File: src/rtl/ccff_pkg.sv
// ccff_pkg: shared FSM states, CRC-16-CCITT constants and bit-serial CRC step
package ccff_pkg;
    typedef enum logic [1:0] {IDLE, LOAD, VERIFY, DONE} state_t;
    localparam logic [15:0] CRC_POLY = 16'h1021;
    localparam logic [15:0] CRC_INIT = 16'hFFFF;
    function automatic logic [15:0] crc16_bit(input logic [15:0] crc, input logic b);
        return {crc[14:0], 1'b0} ^ ((crc[15] ^ b) ? CRC_POLY : 16'h0000);
    endfunction
endpackage

File: src/rtl/ccff_crc16.sv
// ccff_crc16: bit-serial CRC-16-CCITT register with synchronous clear
module ccff_crc16
    import ccff_pkg::*;
(
    input  logic        prog_clk,
    input  logic        prog_reset_n,
    input  logic        clr,
    input  logic        en,
    input  logic        din,
    output logic [15:0] crc
);
    always_ff @(posedge prog_clk or negedge prog_reset_n)
        if (!prog_reset_n) crc <= CRC_INIT;
        else if (clr) crc <= CRC_INIT;
        else if (en) crc <= crc16_bit(crc, din);
endmodule

File: src/rtl/ccff_loader.sv
// ccff_loader: streams bitstream words MSB-first into a config chain, with optional CRC verify pass
module ccff_loader
    import ccff_pkg::*;
#(
    parameter int CHAIN_LEN = 8,
    parameter int WORD_W    = 8
) (
    input  logic              prog_clk,
    input  logic              prog_reset_n,
    input  logic              start,
    input  logic              verify_en,
    input  logic [WORD_W-1:0] in_data,
    input  logic              in_valid,
    output logic              in_ready,
    output logic              ccff_head,
    input  logic              ccff_tail,
    output logic              shift_en,
    output logic              busy,
    output logic              done,
    output logic              pass
);
    localparam int CNT_W = $clog2(CHAIN_LEN + 1);
    localparam int BUF_W = $clog2(WORD_W + 1);
    state_t             state, state_nx;
    logic               first, ver_q, pass_q, last_shift, go;
    logic [WORD_W-1:0]  buf_q;
    logic [BUF_W-1:0]   buf_cnt;
    logic [CNT_W-1:0]   req_cnt, sh_cnt;
    logic [15:0]        crc_wr, crc_rb;
    int                 take;
    always_ff @(posedge prog_clk or negedge prog_reset_n)
        if (!prog_reset_n) state <= IDLE;
        else state <= state_nx;
    always_comb begin
        go         = state == IDLE && start;
        last_shift = shift_en && sh_cnt == CNT_W'(CHAIN_LEN - 1);
        state_nx   = state == IDLE   ? (start ? LOAD : IDLE) :
                     state == LOAD   ? (last_shift ? (ver_q ? VERIFY : DONE) : LOAD) :
                     state == VERIFY ? (last_shift ? DONE : VERIFY) : IDLE;
        take       = CHAIN_LEN - int'(req_cnt) > WORD_W ? WORD_W : CHAIN_LEN - int'(req_cnt);
    end
    always_comb begin
        busy      = state == LOAD || state == VERIFY;
        shift_en  = state == LOAD ? buf_cnt != '0 : state == VERIFY;
        ccff_head = state == LOAD ? (buf_cnt != '0 && buf_q[WORD_W-1]) : (state == VERIFY && ccff_tail);
        // one dead cycle after start; a word may land while its predecessor's last bit leaves
        in_ready  = state == LOAD && !first && int'(req_cnt) < CHAIN_LEN && buf_cnt <= BUF_W'(1);
        done      = state == DONE;
        pass      = state == DONE ? (!ver_q || crc_rb == crc_wr) : pass_q;
    end
    always_ff @(posedge prog_clk or negedge prog_reset_n)
        if (!prog_reset_n) begin
            first   <= 1'b0;
            ver_q   <= 1'b0;
            pass_q  <= 1'b0;
            buf_q   <= '0;
            buf_cnt <= '0;
            req_cnt <= '0;
            sh_cnt  <= '0;
        end else begin
            first <= go;
            if (go) begin
                ver_q   <= verify_en;
                pass_q  <= 1'b0;
                buf_cnt <= '0;
                req_cnt <= '0;
                sh_cnt  <= '0;
            end else begin
                if (in_valid && in_ready) begin
                    buf_q   <= in_data;
                    buf_cnt <= BUF_W'(take);
                    req_cnt <= req_cnt + CNT_W'(take);
                end else if (state == LOAD && shift_en) begin
                    buf_q   <= buf_q << 1;
                    buf_cnt <= buf_cnt - BUF_W'(1);
                end
                sh_cnt <= last_shift ? '0 : shift_en ? sh_cnt + CNT_W'(1) : sh_cnt;
                if (state == DONE) pass_q <= pass;
            end
        end
    ccff_crc16 u_crc_wr (
        .prog_clk(prog_clk), .prog_reset_n(prog_reset_n), .clr(go),
        .en(state == LOAD && shift_en), .din(ccff_head), .crc(crc_wr)
    );
    ccff_crc16 u_crc_rb (
        .prog_clk(prog_clk), .prog_reset_n(prog_reset_n), .clr(go),
        .en(state == VERIFY), .din(ccff_tail), .crc(crc_rb)
    );
endmodule
File: config.mk
export PLATFORM = sky130hd
export DESIGN_NAME = ccff_loader
export DESIGN_NICKNAME = d
export VERILOG_FILES = /design/src/rtl/ccff_pkg.sv /design/src/rtl/ccff_crc16.sv /design/src/rtl/ccff_loader.sv
export SDC_FILE = /design/constraint.sdc
export NUM_CORES = 1
export LEC_CHECK = 0
export CAP_MARGIN = 40
export CORE_MARGIN = 4
export CORE_UTILIZATION = 45
export CTS_BUF_LIST = sky130_fd_sc_hd__clkbuf_2
export CTS_CLUSTER_DIAMETER = 80
export DETAILED_ROUTE_END_ITERATION = 10
export PLACE_DENSITY_LB_ADDON = 0.05
export SYNTH_ARGS = -nofsm -noshare
export SYNTH_HDL_FRONTEND = slang
export SYNTH_SLANG_ARGS = --single-unit
File: constraint.sdc
create_clock -name prog_clk -period 2.05 [get_ports prog_clk]
set_input_delay 0.3075 -clock prog_clk [delete_from_list [all_inputs] [get_ports prog_clk]]
set_output_delay 0.3075 -clock prog_clk [all_outputs]
set_load 0.02 [all_outputs]
==> key figures <==
Outcome
  – Status: finished with violations
  – Failing checks: negative setup slack

Final layout
  – Design Area, Final: 4494 µm²
  – Storage element area: 1466 µm²
  – Nets: 445
  – Layout cell share with drive strength beyond 1: 52.00%
  – Leading cell types in the layout, fill and taps excluded: 87 x buf_4, 62 x nand2_1, 32 x dfstp_2, 25 x dfrtp_1, 19 x xor2_1
  – Commonest non-fill, non-tap cell in the layout: buf_4
  – # diodes: 0
  – Area Growth Syn to Fin: 50.29%
  – Area of the multi-input gates: between 1500 and 2000 µm²
  – Filler cell count: 482

Clock network
  – Clock latency on the worst-skew pair: ~480 ps
  – Clk pin slew, worst setup/hold paths: about 170 ps
  – CTS buffer count: 9
  – Clock Path Buffers: 2
  – CTS tree: done
  – Clock H-tree levels: 3
  – Root Driver: clkbuf_2
  – Clk sinks: 57

Routing
  – Via count: between 2000 and 3000
  – Drt total wl: between 7000 and 8000 µm
  – Drt wl/cell: 15.48 µm
  – DR vias/cell: between 5 and 6
  – Post-route DRC: 0
  – Final antenna-violating net count: 0
  – 1st-iter DRT viols: 89
  – DR pass1 iterations: 4

Synthesis
  – Syn nets: 329
  – Synth cell types: 46
  – Number of flops mapped to enable cells by yosys: 0
  – Synth Flop Type: dfstp_2
  – Seq cells post-synth: 57
  – Mapped cell area: 2990 µm²
  – Asr flop ratio synth: 100.0%
  – Mean Syn Cell Area: 9.837 µm²
  – Synth warnings: 0
  – Gate Count Post-Synth: 304
  – Sequential share of the synthesized area: 49.04%

Timing
  – Worst Skew: 30.19 ps
  – Final period util: 112.7%
  – Fin crit period: approximately 2300 ps
  – Post-route setup TNS: -2592 ps
  – Worst slew pin tran: 530.7 ps
  – # setup viols final: 15
  – Final setup margin: -260.3 ps
  – Fmax: about 430 MHz
  – Hold Violations, Final: 0
  – RSZ-0062 raised after global routing: yes
  – Fin. max-slew vios: 0
  – Max_slew headroom: 64.62%

Power and ir drop
  – Peak supply drop: 0.001060 V
  – Power Density: between 1000 and 1500 nW/µm²
  – Post-layout total power: ~0.0053 W
  – P_leak: 1.920 nW

Floorplan
  – I/O pins: 20
  – Die W: about 90 µm
  – Die height: 89.52 µm
  – Core area: 6386 µm²
  – Core Rows: 29
  – Starting Density: roughly 47%
  – Die area: between 8000 and 9000 µm²

Global routing
  – GR Util met2: 36.17%
  – Initial antenna violation count: 0
  – Tot GR Track Use: 21.50%
  – Pin count of the biggest net entering global routing: 39
  – Grt met1 use: 27.21%
  – First-pass GRT wire length: 12900 µm
  – Total gr overflow: 0
  – Vias in the first global route: 2692
  – GR Layer Usage met3: approximately 5.3%
  – Most Crowded Layer GR: met2

Setup path
  – Crit path max-delay family: flip-flops
  – CP Cell Sequence: inv_2, ha_4, or3b_4, a32oi_2, inv_1, buf_6
  – Worst path max stage delay: 420 ps
  – Critical Path RT: 1740 ps
  – Crit path launch type: register
  – Slowest CP cell: dfrtp_1
  – WP buf/inv: 3
  – Critical Path Fanout Max: 3
  – WS Path Type: register to output pin
  – Crit path DAT: 2000 ps
  – Setup crit end kind: output pin

Placed design
  – HPWL Detailed: between 4000 and 5000 µm
  – Placed Area: approximately 3800 µm²
  – IO buf count: 19
  – GP Congestion: 0.7899
  – Pre-CTS WS: -267.1 ps

Min path
  – Hold Path Class: input pin to asynchronous set/reset pin

Run
  – Max Cap Viol: 0
[sequential cells by signal, summed over array words and instances, names as in the netlist]
register,cells
buf_cnt,4
sh_cnt,4
u_crc_rb.crc,16
req_cnt,4
buf_q,8
state,2
ver_q,1
pass_q,1
first,1
u_crc_wr.crc,16
[cell type report]
| class | count | share of cell area [%] |
|---|---|---|
| tap | 77 | 2.144 |
| inverter | 10 | 0.8352 |
| sequential | 57 | 32.63 |
| clock inverter | 3 | 0.3898 |
| clock buffer | 13 | 1.448 |
| multi-input combinational | 225 | 40.76 |
| timing repair buffer | 117 | 21.80 |
[synthesized netlist by cell type, drive strengths merged (5+ instances only)]
library cell | count | area (µm²)
o22ai | 7 | 43.79
and2 | 6 | 37.54
nand2 | 66 | 247.7
xor2 | 19 | 166.4
a21oi | 16 | 91.34
dfrtp | 25 | 625.6
ha | 11 | 137.6
dfstp | 32 | 840.8
inv | 10 | 37.54
nand3 | 18 | 90.09
nor2 | 11 | 41.29
clkbuf | 9 | 33.78
mux2i | 14 | 140.1
o21ai | 9 | 48.80
xnor2 | 5 | 43.79
a2bb2oi | 6 | 52.55
[routing by layer]
metal	part of all wire, %	wire, µm
met1	44	3449
met2	51	3983
met3	2.9	222
met4	1.5	116
met5	0	0
[logic make-up (layout without fill, tap and decap cells)]
kind of cell / Yosys count / count (layout) / share of synthesized area (%)
AOI/OAI and AO/OA: 53 / 53 / 12.05
DFF: 57 / 57 / 49.04
muxes: 14 / 14 / 4.686
xor gates and xnor gates: 24 / 24 / 7.029
adders and majority gates: 11 / 11 / 4.602
buffers and inverters: 22 / 143 / 2.845
and+or+nand+nor: 123 / 123 / 19.75
[worst paths after layout]
path | from | to | slack (ps) | depth (start not counted)
min in group prog_clk | in_data[0] | buf_q[0]$_DFFE_PN0P_ | 370 | 3
max in group asynchronous | prog_reset_n | u_crc_wr.crc[4]$_DFFE_PN1P_ | 1060 | 3
max | buf_cnt[0]$_DFFE_PN0P_ | ccff_head | -260 | 6
max reg2reg | state[1]$_DFF_PN0_ | buf_q[7]$_DFFE_PN0P_ | -220 | 8
min reg2reg | u_crc_wr.crc[13]$_DFFE_PN1P_ | u_crc_wr.crc[13]$_DFFE_PN1P_ | 510 | 2
min | prog_reset_n | req_cnt[0]$_DFFE_PN0P_ | 320 | 2
[worst reg2reg max path, stage by stage (launching register included)]
cell	delay [ps]
dfrtp_1	430
inv_2	80
ha_4	130
or4b_4	470
nand4bb_4	270
or2_4	330
buf_6	150
o22ai_1	210
a2bb2oi_2	80
[repair_timing]
action,in CTS,in global routing
endpoints found under the setup margin,20,25
gates resized for setup,75,45
endpoints found under the hold margin,16,0
pin swaps,19,27
setup buffers,12,14
hold buffers,1,0
[stage by stage]
stage               util, %  hold WS, ps  instances
finish                70.38        315.5        502
global route          70.38        318.8        502
CTS                   66.03        285.5        492
detailed placement    59.84        308.0        463
global placement      59.84        308.3        463
floorplan                 -        11.91        304
[where the power goes]
group / switching [W] / internal [W] / total (W)
logic: 0.00140 / 0.00156 / 0.00296
clock network: 0.000416 / 0.000177 / 0.000592
registers: 0.000228 / 0.00152 / 0.00174
No activity file was read; power rests on OpenSTA's default activity.
